**config.mk**
```make
export PLATFORM = sky130hd
export DESIGN_NAME = pipeline_skid_stage
export DESIGN_NICKNAME = d
export VERILOG_FILES = /design/src/rtl/cpu_types_pkg.sv /design/src/rtl/pipeline_skid_stage.sv
export SDC_FILE = /design/constraint.sdc
export NUM_CORES = 1
export LEC_CHECK = 0
export ABC_CLOCK_PERIOD_IN_PS = 2470
export BUFFER_PORTS_ARGS = -buffer_cell sky130_fd_sc_hd__buf_2
export CAP_MARGIN = 10
export CELL_PAD_IN_SITES_DETAIL_PLACEMENT = 0
export CELL_PAD_IN_SITES_GLOBAL_PLACEMENT = 1
export CORE_UTILIZATION = 35
export CTS_BUF_LIST = sky130_fd_sc_hd__clkbuf_8
export DETAILED_ROUTE_END_ITERATION = 7
export PLACE_DENSITY_LB_ADDON = 0.1
export SLEW_MARGIN = 20
export SYNTH_ARGS = -nofsm -noshare
export SYNTH_HDL_FRONTEND = slang
export SYNTH_SLANG_ARGS = --single-unit
```
**constraint.sdc**
```tcl
create_clock -name CLK -period 2.47 [get_ports CLK]
set_input_delay 0.3705 -clock CLK [delete_from_list [all_inputs] [get_ports CLK]]
set_output_delay 0.3705 -clock CLK [all_outputs]
set_load 0.01 [all_outputs]
```
**src/rtl/cpu_types_pkg.sv**
```systemverilog
// Shared CPU pipeline types.
// Skid-stage state, depth and inter-stage payload bundles.
package cpu_types_pkg;

  typedef enum logic [1:0] {
    EMPTY,
    BUSY,
    FULL
  } skid_state_t;

  localparam int SKID_DEPTH = 2;

  typedef struct packed {
    logic [31:0] pc;
    logic [31:0] instr;
  } if_id_t;

  typedef struct packed {
    logic [31:0] pc;
    logic [31:0] rs1_val;
    logic [31:0] rs2_val;
    logic [31:0] imm;
    logic [4:0]  rd;
    logic [3:0]  alu_op;
    logic        mem_rd;
    logic        mem_wr;
    logic        reg_wr;
    logic        halt;
  } id_ex_t;

  function automatic logic [1:0] skid_count(skid_state_t s);
    logic [1:0] n;
    n = 2'd0;
    unique case (s)
      BUSY:    n = 2'd1;
      FULL:    n = 2'(SKID_DEPTH);
      default: n = 2'd0;
    endcase
    return n;
  endfunction

endpackage

```
**src/rtl/pipeline_skid_stage.sv**
```systemverilog
// Two-entry pipeline register with registered in_ready.
// Synchronous flush and a sticky halt detector.
module pipeline_skid_stage
  import cpu_types_pkg::*;
#(
  parameter int WIDTH    = 32,
  parameter int HALT_EN  = 1,
  parameter int HALT_BIT = 0
) (
  input  logic             CLK,
  input  logic             nRST,
  input  logic             flush,
  input  logic             in_valid,
  input  logic [WIDTH-1:0] in_data,
  output logic             in_ready,
  output logic             out_valid,
  output logic [WIDTH-1:0] out_data,
  input  logic             out_ready,
  output logic [1:0]       count,
  output logic             halted
);

  skid_state_t      state_q, state_d;
  logic [WIDTH-1:0] main_q, main_d;
  logic [WIDTH-1:0] skid_q, skid_d;
  logic             halted_q, halted_d;
  logic             acc, pop;

  // Handshake outputs come from registered state only.
  always_comb begin
    out_valid = (state_q != EMPTY);
    out_data  = main_q;
    count     = skid_count(state_q);
    halted    = halted_q;
    in_ready  = (state_q != FULL) && !halted_q;
    acc       = in_valid && in_ready;
    pop       = out_valid && out_ready;
  end

  // Next state; flush overrides every transition but not halt.
  always_comb begin
    state_d  = state_q;
    main_d   = main_q;
    skid_d   = skid_q;
    halted_d = halted_q;
    if ((HALT_EN != 0) && pop && main_q[HALT_BIT])
      halted_d = 1'b1;
    if (flush) begin
      state_d = EMPTY;
      main_d  = '0;
      skid_d  = '0;
    end else begin
      unique case (state_q)
        EMPTY: begin
          if (acc) begin
            main_d  = in_data;
            state_d = BUSY;
          end
        end
        BUSY: begin
          if (acc && pop) begin
            main_d = in_data;
          end else if (acc) begin
            skid_d  = in_data;
            state_d = FULL;
          end else if (pop) begin
            state_d = EMPTY;
          end
        end
        FULL: begin
          if (pop) begin
            main_d  = skid_q;
            state_d = BUSY;
          end
        end
        default: state_d = EMPTY;
      endcase
    end
  end

  // State and sticky halt flag.
  always_ff @(posedge CLK or negedge nRST) begin
    if (!nRST) begin
      state_q  <= EMPTY;
      halted_q <= 1'b0;
    end else begin
      state_q  <= state_d;
      halted_q <= halted_d;
    end
  end

  // Main entry, presented downstream.
  always_ff @(posedge CLK or negedge nRST) begin
    if (!nRST) main_q <= '0;
    else       main_q <= main_d;
  end

  // Skid entry, absorbs the item accepted under backpressure.
  always_ff @(posedge CLK or negedge nRST) begin
    if (!nRST) skid_q <= '0;
    else       skid_q <= skid_d;
  end

endmodule

```
==> run_results.csv <==
group,metric,value,unit
cts,cts_sinks,67,
synthesis,yosys-top-cells-count,"dfrtp_1, a22o_1, mux2i_1, nand2_1, o31ai_1",
floorplan,rows,33,
power,vdd_ir_drop_max,257,µV
worst_setup_path,endpoint_kind,"primary output",
drt,drt_iter0_drc,69,
floorplan,die_area,8860,µm²
worst_setup_path,critPathMaxFanout,36,
timing,hold_viol_final,0,
timing,rsz0062_at_grt,"false",
floorplan,io_pins,74,
finish,fin_nets,344,
worst_setup_path,crit-reg2reg-capture,"skid_q[1]$_DFFE_PN0P_",
synthesis,synth_top_area_cell,"dfrtp_1",
timing,max_freq,466,MHz
global_routing,grtUsageTotal,0.163,
cts,clk_path_buf_depth,2,
cts,clockRootBuffer,"clkbuf_8",
drt,drc_errors,0,
timing,finalClockSkew,0.0137,ns
finish,layout-drive-gt1-share,0.340,
timing,tightestPinTransition,0.837,ns
cts,cts-resized-gates,0,
worst_setup_path,max_stage_delay,0.54,ns
worst_setup_path,r2r_cells,5,
synthesis,yosysMostFrequentCell,"dfrtp_1",
worst_setup_path,r2r_start,"state_q[0]$_DFFE_PN0P_",
worst_setup_path,rrSetupSlack,0.52,ns
synthesis,synth_edf_count,0,
floorplan,floorplan.initialDensity,0.361,
power,power_density,747,nW/µm²
job,cap_violations,0,
status,status,"complete, no violations",
synthesis,yosys_most_used_dff,"dfrtp_1",
drt,num_vias,2074,
synthesis,synth_nets,273,
global_routing,grt_pass1_wl,10800,µm
worst_setup_path,worst_setup_path_start_kind,"register",
floorplan,fp.dieH,94.1,µm
worst_setup_path,crit_family,"buffers and inverters",
finish,antenna_cells,0,
drt,dr.pass1.iters,4,
timing,period_minus_slack,2.14,ns
cts,numCtsBuffers,9,
floorplan,die_w,94.1,µm
synthesis,ys_async_sr_fraction,1.00,
worst_setup_path,cp_slowest_cell,"buf_4",
cts,hold_buffers,0,
cts,cts_tree,"done",
synthesis,synth_cell_type_count,26,
synthesis,yosys_warnings,0,
worst_setup_path,arrival,1.77,ns
placed_design,port_buffers,73,
synthesis,syn_area,2970,µm²
cts,htreeDepth,3,
drt,vias_per_cell,4.97,
timing,fin_crit_sh,0.868,
synthesis,syn_inst,236,
timing,slew_headroom,0.442,
worst_setup_path,path_buf_inv,2,
drt,wl,6530,µm
floorplan,core,8220,µm²
global_routing,antenna_found_initial,0,
synthesis,avgSynthCellArea,12.6,µm²
placed_design,dp.cells,401,
synthesis,synth_area_leaders,"dfrtp_1, mux2i_1, a22o_1",
global_routing,grt_start_max_net_pins,37,
timing,setup_viol,0,
synthesis,yosysSeqAreaShare,0.565,
finish,area_growth,19.6,%
drt,wl_per_cell,15.7,µm
drt,ant_nets,0,
min_path,min_path_type,"in2async",
worst_setup_path,critical_path.cell_chain,"nor2b_4 > buf_4 > buf_2",
global_routing,grt-ovfl-total,0,
timing,slew_viol_final,0,
synthesis,synth_top_area_frac,0.565,
power,p_leak,1.67,nW
placed_design,hpwlAfterDp,4280,µm
worst_setup_path,crit_type,"reg2out",
worst_setup_path,required,2.10,ns
timing,fin_tns_setup,0,ns
cts,worstSkewPairLatency,0.34,ns
synthesis,synth-seq-cells,67,
cts,cts_setup_buffers,0,
global_routing,grt_pass1_vias,2112,
finish,fillers,811,
cts,clk_pin_slew,0.08,ns
placed_design,routabilityCongestion,0.653,
finish,finalNonFillerCells,417,
## through the flow
stage	area [µm²]	util	power (mW)	worst slack (ns)	hold WS, ns
floorplan	2970	-	1.66	0.677	0.0749
global placement	3370	0.411	1.87	0.555	0.385
detailed placement	3370	0.411	1.87	0.517	0.390
CTS	3550	0.432	2.71	0.319	0.00274
global route	3550	0.432	2.81	0.225	0.0401
finish	3550	0.432	2.65	0.326	0.00917
## sequential cells by signal, summed over array words and instances (netlist names)
name,cells
state_q,2
skid_q,32
out_data,32
halted,1
## logic make-up after synthesis
kind of cell | share of synthesized area
AOI/OAI and AO/OA | 0.196
DFF | 0.565
muxes | 0.108
buffers and inverters | 0.0556
and+or+nand+nor | 0.0759
## cell usage in the layout (no fill, tap or decap), types with 2 or more instances in the layout
| cell | instances |
|---|---|
| a21oi_1 | 2 |
| a22o_1 | 32 |
| buf_2 | 73 |
| buf_4 | 8 |
| clkbuf_8 | 10 |
| clkinv_2 | 2 |
| clkinvlp_4 | 3 |
| dfrtp_1 | 67 |
| mux2i_1 | 32 |
| nand2_1 | 32 |
| nor2_1 | 4 |
| o31ai_1 | 32 |
## routing by layer
metal  part of all wire  vias to the layer above  global-route usage
li1                   -                     1013                   -
met1               0.49                     1002               0.218
met2               0.45                       49               0.252
met3              0.045                       10              0.0332
met4              0.019                        0              0.0731
met5                  0                        -                   0
## worst max-delay path by stage
stage                                 startpoint                       to  slack (ns)  cells after the start
after global routing      state_q[1]$_DFFE_PN0P_                 count[1]        0.23                      3
after global placement                  in_valid   skid_q[28]$_DFFE_PN0P_        0.56                      6
final                     state_q[1]$_DFFE_PN0P_                 count[1]        0.33                      3
after detailed placement  state_q[0]$_DFFE_PN0P_    skid_q[6]$_DFFE_PN0P_        0.52                      5
after CTS                 state_q[1]$_DFFE_PN0P_                 count[1]        0.32                      3
after floorplan                        out_ready  out_data[8]$_DFFE_PN0P_        0.68                      5
## final cells by class
type,count,area [µm²],share of cell area
tap,105,131,0.0370
clock buffer,10,138,0.0387
sequential,67,1680,0.472
clock inverter,6,41.3,0.0116
multi-input combinational,148,1140,0.321
timing repair buffer,81,425,0.120
## where the power goes
part | switching, mW | internal [mW] | total, mW
Sequential | 0.0788 | 1.22 | 1.29
Clock | 0.429 | 0.389 | 0.818
Combinational | 0.313 | 0.228 | 0.541
Power figures use the tool's default switching activity.
